## src/rtl/tetris_pkg.sv

```systemverilog
// Shared piece definitions: 3-bit piece type, type constants and the 4x4
// spawn-orientation masks (bit r*4+c, c=0 leftmost, r=0 top).
package tetris_pkg;

    typedef logic [2:0] piece_t;

    localparam piece_t PIECE_I    = 3'd0;
    localparam piece_t PIECE_O    = 3'd1;
    localparam piece_t PIECE_T    = 3'd2;
    localparam piece_t PIECE_S    = 3'd3;
    localparam piece_t PIECE_Z    = 3'd4;
    localparam piece_t PIECE_J    = 3'd5;
    localparam piece_t PIECE_L    = 3'd6;
    localparam piece_t PIECE_NONE = 3'd7;

    localparam int MASK_W = 4;

    localparam logic [15:0] MASK_I = 16'h00F0;
    localparam logic [15:0] MASK_O = 16'h0066;
    localparam logic [15:0] MASK_T = 16'h0072;
    localparam logic [15:0] MASK_S = 16'h0036;
    localparam logic [15:0] MASK_Z = 16'h0063;
    localparam logic [15:0] MASK_J = 16'h0071;
    localparam logic [15:0] MASK_L = 16'h0074;

endpackage

```

## src/rtl/piece_mask_rom.sv

```systemverilog
// Combinational lookup from piece type to its 4x4 spawn mask; type 7 is blank.
module piece_mask_rom
    import tetris_pkg::*;
(
    input  logic [2:0]  i_type,
    output logic [15:0] o_mask
);

    always_comb begin
        // NOTE: every combinational output gets a default first so no path leaves it unassigned (no latch).
        o_mask = '0;
        case (piece_t'(i_type))
            PIECE_I: o_mask = MASK_I;
            PIECE_O: o_mask = MASK_O;
            PIECE_T: o_mask = MASK_T;
            PIECE_S: o_mask = MASK_S;
            PIECE_Z: o_mask = MASK_Z;
            PIECE_J: o_mask = MASK_J;
            PIECE_L: o_mask = MASK_L;
            default: o_mask = '0;
        endcase
    end

endmodule

```

## src/rtl/preview_queue_mapper.sv

```systemverilog
// Upcoming-piece queue and hold register with their game handshakes, plus a
// two-stage pixel pipeline that renders every queue slot and the hold slot.
module preview_queue_mapper
    import tetris_pkg::*;
#(
    parameter int NUM_SLOTS  = 3,
    parameter int CELL_PX    = 20,
    parameter int SLOT_X0    = 6,
    parameter int SLOT_Y0    = 4,
    parameter int SLOT_PITCH = 5,
    parameter int HOLD_X0    = 26,
    parameter int HOLD_Y0    = 4
) (
    input  logic       Clk,
    input  logic       Reset,
    input  logic [9:0] DrawX,
    input  logic [9:0] DrawY,
    input  logic       push_valid,
    input  logic [2:0] push_type,
    output logic       push_ready,
    input  logic       pop,
    output logic       head_valid,
    output logic [2:0] head_type,
    output logic [2:0] queue_count,
    input  logic       swap_req,
    input  logic [2:0] cur_type,
    output logic       swap_ack,
    output logic       swap_nack,
    output logic       swap_from_queue,
    output logic [2:0] swap_type,
    input  logic       lock_clear,
    output logic       hold_valid,
    output logic       is_preview,
    output logic [2:0] preview_type,
    output logic       is_hold_px
);

    localparam int PW = (NUM_SLOTS > 1) ? $clog2(NUM_SLOTS) : 1;

    function automatic logic [PW-1:0] next_ptr(input logic [PW-1:0] p);
        return (p == PW'(NUM_SLOTS - 1)) ? '0 : p + PW'(1);
    endfunction

    function automatic logic [PW-1:0] slot_idx(input logic [PW-1:0] rd, input int k);
        int s;
        s = int'(rd) + k;
        if (s >= NUM_SLOTS) s = s - NUM_SLOTS;
        return PW'(s);
    endfunction

    function automatic logic in_window(input logic [9:0] cx, input logic [9:0] cy,
                                       input int x0, input int y0);
        return (int'(cx) >= x0) && (int'(cx) < x0 + MASK_W) &&
               (int'(cy) >= y0) && (int'(cy) < y0 + MASK_W);
    endfunction

    piece_t          r_mem [NUM_SLOTS];
    logic [PW-1:0]   r_rd, r_wr;
    logic [2:0]      r_count;
    piece_t          r_hold;
    logic            r_hold_valid, r_lock;
    logic            r_ack, r_nack, r_from_q;
    piece_t          r_swap_type;
    logic [9:0]      r_cx, r_cy;
    logic            r_is_preview, r_is_hold_px;
    piece_t          r_preview_type;

    logic            w_push, w_pop;
    logic            w_sel_hit, w_sel_hold, w_px_on;
    piece_t          w_sel_type;
    logic [1:0]      w_sel_row, w_sel_col;
    logic [15:0]     w_mask;

    assign push_ready = (r_count < 3'(NUM_SLOTS));
    assign w_push     = push_valid && push_ready;
    assign w_pop      = pop && (r_count != 3'd0);

    // NOTE: queue storage has no reset; empty slots are never rendered or reported, so their contents are don't-care.
    always_ff @(posedge Clk) begin
        if (w_push) r_mem[r_wr] <= piece_t'(push_type);
    end

    always_ff @(posedge Clk or negedge Reset) begin
        if (!Reset) begin
            r_rd    <= '0;
            r_wr    <= '0;
            r_count <= '0;
        end else begin
            // NOTE: sequential state uses non-blocking assignments so every register sees pre-edge values.
            if (w_push) r_wr <= next_ptr(r_wr);
            if (w_pop)  r_rd <= next_ptr(r_rd);
            if (w_push && !w_pop)      r_count <= r_count + 3'd1;
            else if (w_pop && !w_push) r_count <= r_count - 3'd1;
        end
    end

    always_ff @(posedge Clk or negedge Reset) begin
        if (!Reset) begin
            r_hold       <= '0;
            r_hold_valid <= 1'b0;
            r_lock       <= 1'b0;
            r_ack        <= 1'b0;
            r_nack       <= 1'b0;
            r_from_q     <= 1'b0;
            r_swap_type  <= '0;
        end else begin
            r_ack    <= 1'b0;
            r_nack   <= 1'b0;
            r_from_q <= 1'b0;
            if (swap_req) begin
                if (r_lock) begin
                    r_nack <= 1'b1;
                end else begin
                    r_ack        <= 1'b1;
                    r_from_q     <= !r_hold_valid;
                    if (r_hold_valid) r_swap_type <= r_hold;
                    r_hold       <= piece_t'(cur_type);
                    r_hold_valid <= 1'b1;
                    r_lock       <= 1'b1;
                end
            end
            // Landing re-arms hold even if a swap was accepted this same cycle.
            if (lock_clear) r_lock <= 1'b0;
        end
    end

    always_comb begin
        w_sel_hit  = 1'b0;
        w_sel_hold = 1'b0;
        w_sel_type = '0;
        w_sel_row  = '0;
        w_sel_col  = '0;
        for (int k = 0; k < NUM_SLOTS; k++) begin
            if (k < int'(r_count) && in_window(r_cx, r_cy, SLOT_X0, SLOT_Y0 + k * SLOT_PITCH)) begin
                w_sel_hit  = 1'b1;
                w_sel_type = r_mem[slot_idx(r_rd, k)];
                w_sel_row  = 2'(int'(r_cy) - (SLOT_Y0 + k * SLOT_PITCH));
                w_sel_col  = 2'(int'(r_cx) - SLOT_X0);
            end
        end
        if (r_hold_valid && in_window(r_cx, r_cy, HOLD_X0, HOLD_Y0)) begin
            w_sel_hit  = 1'b1;
            w_sel_hold = 1'b1;
            w_sel_type = r_hold;
            w_sel_row  = 2'(int'(r_cy) - HOLD_Y0);
            w_sel_col  = 2'(int'(r_cx) - HOLD_X0);
        end
    end

    piece_mask_rom u_mask_rom (
        .i_type (w_sel_type),
        .o_mask (w_mask)
    );

    assign w_px_on = w_sel_hit && w_mask[{w_sel_row, w_sel_col}];

    always_ff @(posedge Clk or negedge Reset) begin
        if (!Reset) begin
            r_cx           <= '0;
            r_cy           <= '0;
            r_is_preview   <= 1'b0;
            r_is_hold_px   <= 1'b0;
            r_preview_type <= '0;
        end else begin
            r_cx           <= 10'(DrawX / CELL_PX);
            r_cy           <= 10'(DrawY / CELL_PX);
            r_is_preview   <= w_px_on;
            r_is_hold_px   <= w_px_on && w_sel_hold;
            r_preview_type <= w_px_on ? w_sel_type : '0;
        end
    end

    assign head_valid      = (r_count != 3'd0);
    assign head_type       = head_valid ? r_mem[r_rd] : 3'd0;
    assign queue_count     = r_count;
    assign swap_ack        = r_ack;
    assign swap_nack       = r_nack;
    assign swap_from_queue = r_from_q;
    assign swap_type       = r_swap_type;
    assign hold_valid      = r_hold_valid;
    assign is_preview      = r_is_preview;
    assign preview_type    = r_preview_type;
    assign is_hold_px      = r_is_hold_px;

endmodule

```

## config.mk

```make
export PLATFORM = sky130hd
export DESIGN_NAME = preview_queue_mapper
export DESIGN_NICKNAME = d
export VERILOG_FILES = /design/src/rtl/tetris_pkg.sv /design/src/rtl/piece_mask_rom.sv /design/src/rtl/preview_queue_mapper.sv
export SDC_FILE = /design/constraint.sdc
export NUM_CORES = 1
export LEC_CHECK = 0
export CORE_ASPECT_RATIO = 0.7
export CORE_MARGIN = 5
export CORE_UTILIZATION = 63
export CTS_BUF_LIST = sky130_fd_sc_hd__clkbuf_8
export DETAILED_ROUTE_END_ITERATION = 16
export GPL_TIMING_DRIVEN = 0
export PLACE_DENSITY = 0.95
export SLEW_MARGIN = 20
export SYNTH_ARGS = -nofsm -noshare
export SYNTH_HDL_FRONTEND = slang
export SYNTH_HIERARCHICAL = 1
export SYNTH_SLANG_ARGS = --single-unit
```

## constraint.sdc

```tcl
create_clock -name Clk -period 6.62 [get_ports Clk]
set_input_delay 1.986 -clock Clk [delete_from_list [all_inputs] [get_ports Clk]]
set_output_delay 1.986 -clock Clk [all_outputs]
set_load 0.005 [all_outputs]
```

# Word level (Yosys, flattened, before mapping)
# Memory sizes are Yosys's and may differ from the RTL's.
# Cells that the tools add are included.
[totals] regBits=43 ramBits=9 input_bits=32 out_inout_bits=20 word_cells=130 n_memories=1
[op_classes] n_addsub=14 div_mod_pow=2 order_cmp=18 eq_ne=8 mux=42 n_bitwise=1 n_reduce_logical=29
[mem_list] name="r_mem" words=3 word_bits=3 rd=4 rd_ports_with_merged_regs=0 wr=1 line="preview_queue_mapper.sv:57" source="piece_t r_mem [NUM_SLOTS];"
[op_table] operator="$div 10x5->32 const B" n=2
[op_table] operator="$pmux 8 s7" n=1
[op_table] operator="$mux 2" n=16
[op_table] operator="$lt 10x4->1 const B" n=3
[op_table] operator="$mux 3" n=8
[op_table] operator="$ge 10x3->1 const B" n=2
[op_table] operator="$ge 10x4->1 const B" n=2
[op_table] operator="$logic_and 1x1->1" n=20
[op_table] operator="$lt 10x5->1 const B" n=2
[op_table] operator="$mux 1" n=16
[op_table] operator="$sub 2x2->2 const B" n=6
[op_table] operator="$ge 10x5->1 const B" n=1
[op_table] operator="$eq 3x3->1 const B" n=3
[op_table] operator="$eq 3x2->1 const B" n=2
[op_table] operator="$ge 3x2->1 const B" n=2
[op_table] operator="$lt 1x3->1 const A" n=2
[op_table] operator="$lt 4x5->1 const B" n=1
[op_table] operator="$add 2x1->2 const B" n=2
[op_table] operator="$bmux 1 s4" n=1
[op_table] operator="$eq 2x2->1 const B" n=2
[op_table] operator="$reduce_bool 2->1" n=2
[op_table] operator="$sub 2x1->2 const B" n=2
[op_table] operator="$add 2x1->3 const B" n=1
[op_table] operator="$add 2x2->3 const B" n=1
[op_table] operator="12 further kinds" n=14

# Logic depth before layout (Yosys ltp)
# An unclocked memory read counts as a cell.
[depth] depth_word=17 ltp_mapped=21 mapped_depth_nobuf=18

# Modules after synthesis
# The synthesis kept the hierarchy.
[by_module_without_submodules] module="preview_queue_mapper" instances=1 cells_each=498 area_per_inst_um2=4101.4
[by_module_without_submodules] module="piece_mask_rom" instances=1 cells_each=24 area_per_inst_um2=163.9

# Worst setup path before layout
# No wires, ideal clock.
[synth_path] kind="input -> register" from="input DrawY[8]" to="register r_cy[0]" arrival_ns=5.247 required_ns=6.482 slack_ns=1.236 cell_stages=16 path_buffers=2 path_cell_list="buf_2 > or2_2 > ha_1 > and2b_1 > o221ai_1 > nand4_1 > a311o_1 > nor3_1 > and2_1 > buf_6 > inv_6 > a2111oi_4 > a211oi_2 > or3b_4 > mux2i_1 > nand4_1"
[synth_between] elab_chain_len=1
[synth_lines] element="start, declared" line="preview_queue_mapper.sv:17" source="input logic [9:0] DrawY,"
[synth_lines] element="$div 10x5->32" line="preview_queue_mapper.sv:166" source="r_cy <= 10'(DrawY / CELL_PX);"
[synth_lines] element="end signal, assigned" line="preview_queue_mapper.sv:166"
[synth_lines] element="end, declared" line="preview_queue_mapper.sv:64" source="logic [9:0] r_cx, r_cy;"
# No other way between the ends.
# A chain may end at the register's enable or synchronous reset.

# Worst setup path in the final report
# Ends and elaborated chain as after synthesis.

==> metrics.md <==
| Metric | Value |
|---|---|
| Worst hold path class | `reg -> reg` |
| Clk buf depth | `2` |
| Layout cells sized above 1 | `10.39%` |
| Synth Instances | `522` |
| Setup bufs post-CTS | `0` |
| Synthesized area | `0.004265 sq mm` |
| Pre-antenna DRT Iters | `6` |
| # placed instances | `673` |
| Max Slew Vio Count | `0` |
| Final min period | `6063 ps` |
| Crit path capture type | `flop` |
| Wire per inst | `16.81 um` |
| N_diodes | `0` |
| CTS Hold Bufs | `0` |
| Largest net degree at the start of global routing | `24` |
| Skew-Pair Late Insertion Delay | `310 ps` |
| RSZ-0062 raised after global routing | `false` |
| CTS tree | `yes` |
| Pwr Density | `238.7 mW/mm^2` |
| Initial core utilization | `64.02%` |
| Cell Rows | `25` |
| Cell with the most instances after synthesis | `nor2_1` |
| Vias post-DR | `4,385` |
| EDFF count, synth | `9` |
| Total of fill cells in the finished design | `474` |
| Final net count | `633` |
| Sequential cell area | `0.001146 sq mm` |
| Final non-filler cell total | `681` |
| Fin crit share | `91.58%` |
| CORE AREA | `0.006663 sq mm` |
| Synth area leaders | `dfrtp_1 (21%), edfxtp_1 (6.3%), a21oi_1 (4.6%), ha_1 (4.4%), nor2_1 (4.4%)` |
| First-pass GRT wire length | `19,090 um` |
| Startpoint class of the critical path | `input port` |
| Status | `complete, no violations` |
| MaxCap Viol Count | `0` |
| Relative slew slack | `38.39%` |
| Tot GR Track Use | `27.23%` |
| Initial antenna violation count | `0` |
| Post-route ant nets | `0` |
| Synth cell count leaders | `nor2_1 (50), nand2_1 (42), a21oi_1 (39)` |
| Iteration-0 DRC Markers | `385` |
| Die area | `0.008542 sq mm` |
| Critical path class | `in -> reg` |
| Final Wtd Congestion | `0.9582` |
| Worst Path Max Fanout | `10` |
| Sequential area share after synthesis | `26.87%` |
| Count of cell types in the netlist | `82` |
| Pleak | `2.030 nW` |
| Worst Skew | `9.422 ps` |
| Ys async rst share | `79.55%` |
| Die H | `78.84 um` |
| Final TNS setup | `0 ps` |
| Clock-pin slew on the worst setup and hold paths | `70 ps` |
| Mean Syn Cell Area | `8.171 sq um` |
| CTS resizes | `0` |
| Chip width | `108.3 um` |
| Largest area contributor in the netlist | `dfrtp_1` |
| CTS buffer count | `5` |
| Worst Path Arrival | `6230 ps` |
| Vias per inst | `6.439` |
| Post-synth top area share | `20.53%` |
| DRT Wirelength | `11,450 um` |
| Worst Path Required | `6780 ps` |
| #FFs+latches synth | `44` |
| Area taken by multi-input logic gates | `0.002828 sq mm` |
| Worst-Margin Slew | `917.1 ps` |
| DPL Wire Length | `8672 um` |
| Area delta synth->final | `17.37%` |
| Fmax | `0.1649 GHz` |
| Synth warn | `6` |
| Vias in the first global route | `4,035` |
| Peak supply drop | `0.0001424 V` |
| DRC Markers | `0` |
| H-tree depth | `2` |
| Final setup viols | `0` |
| # clock sinks | `44` |
| PortBufs | `48` |
| # IOs | `52` |
| Clock Root Buffer | `clkbuf_8` |
| GRT overflow | `0` |
| Hold Vio Cnt, Final | `0` |
| Main synth FF type | `dfrtp_1` |
per-layer routing:
| metal | global-route usage, % | up-vias | part of all wire, % |
|---|---|---|---|
| met4 | 6.557 | 0 | 1.6 |
| li1 | - | 2033 | - |
| met5 | 0 | - | 0 |
| met2 | 46.28 | 240 | 47 |
| met1 | 36.80 | 2082 | 42 |
| met3 | 3.818 | 30 | 8.5 |
power by group:
part           total (mW)  switching [mW]  internal (mW)
registers           0.381          0.0539          0.327
logic               0.642           0.344          0.298
clock network       0.172          0.0902         0.0821
stage by stage:
| step | utilization (%) | power (mW) | setup WS [ps] | cell area [sq um] | hold slack, ps |
|---|---|---|---|---|---|
| 2_1_floorplan | - | 0.8012 | 1236 | 4295 | 473.1 |
| 3_3_place_gp | 73.45 | 0.9646 | 430.3 | 4893 | 488.1 |
| 3_5_place_dp | 73.78 | 1.011 | 303.3 | 4916 | 503.1 |
| 4_1_cts | 75.14 | 1.185 | 608.0 | 5006 | 521.4 |
| 5_1_grt | 75.14 | 1.278 | 306.3 | 5006 | 542.8 |
| 6_report | 75.14 | 1.195 | 557.1 | 5006 | 520.0 |
cell type report:
class                           instances  area share [%]
Sequential cell                        44           22.89
Clock buffer                            6           1.650
Multi-Input combinational cell        420           56.49
Clock inverter                          2          0.1500
Timing Repair Buffer                   49           10.05
Tap cell                               94           2.349
Buffer                                 38           4.224
Inverter                               28           2.199
critical path: stages:
cell	delay (ps)
clkdlybuf4s50_1	500
buf_2	220
or2_2	310
ha_1	300
and2b_1	270
o221ai_1	320
and3_1	210
clkbuf_1	260
o22ai_2	140
xor2_2	220
and2_1	180
buf_6	130
inv_6	50
a2111oi_4	350
a211oi_2	100
or3b_4	400
mux2i_1	160
nand4_1	110
cell families after synthesis:
family                     Yosys count  synth area share [%]
adders and majority gates           21                 5.808
DFF                                 44                 26.87
buffers and inverters               66                 7.539
other                                1               0.08792
and+or+nand+nor                    193                 23.58
AOI/OAI and AO/OA                  159                 26.81
muxes                               27                 6.864
xor gates and xnor gates            11                 2.435
path summary, 6_finish.rpt:
check,start,end,slack (ps),cells past startpoint
max,DrawY[8],r_cy[0],560,18
min,r_lock,swap_nack,520,1
max reg2reg,r_cy[0],preview_type[0],2100,19
min reg2reg,r_lock,swap_nack,520,1
max in group asynchronous,Reset,r_cx[0],4630,2
min in group asynchronous,Reset,r_rd[0],1560,1
registers in the layout (all words and copies together), names as in the netlist:
name             flops
hold_valid           1
is_hold_px           1
is_preview           1
preview_type         3
queue_count          3
r_cx                 6
r_cy                 6
r_hold               3
r_lock               1
r_mem                9
r_rd                 2
r_wr                 2
swap_ack             1
swap_from_queue      1
swap_nack            1
swap_type            3
layout by cell type (no fill, tap or decap), types with 6 or more instances in the layout:
master,synthesis,routed
ha_1,15,15
o221ai_1,6,6
o22ai_1,6,6
clkdlybuf4s50_1,0,47
o31ai_1,9,9
nor3_1,20,20
inv_1,27,29
buf_4,11,11
xnor2_1,7,7
mux2_2,8,8
nor2_1,50,50
clkbuf_8,0,6
nand2b_1,7,7
nand3b_1,11,11
and2_1,6,6
nand3_1,10,10
or2_2,7,7
a21oi_1,39,39
nor2b_1,14,14
nand2_1,42,42
clkbuf_1,20,20
mux2i_1,18,18
o21ai_0,33,33
edfxtp_1,9,9
dfrtp_1,35,35
conb_1,1,9
maj3_1,6,6
(Power assumes the default switching activity.)
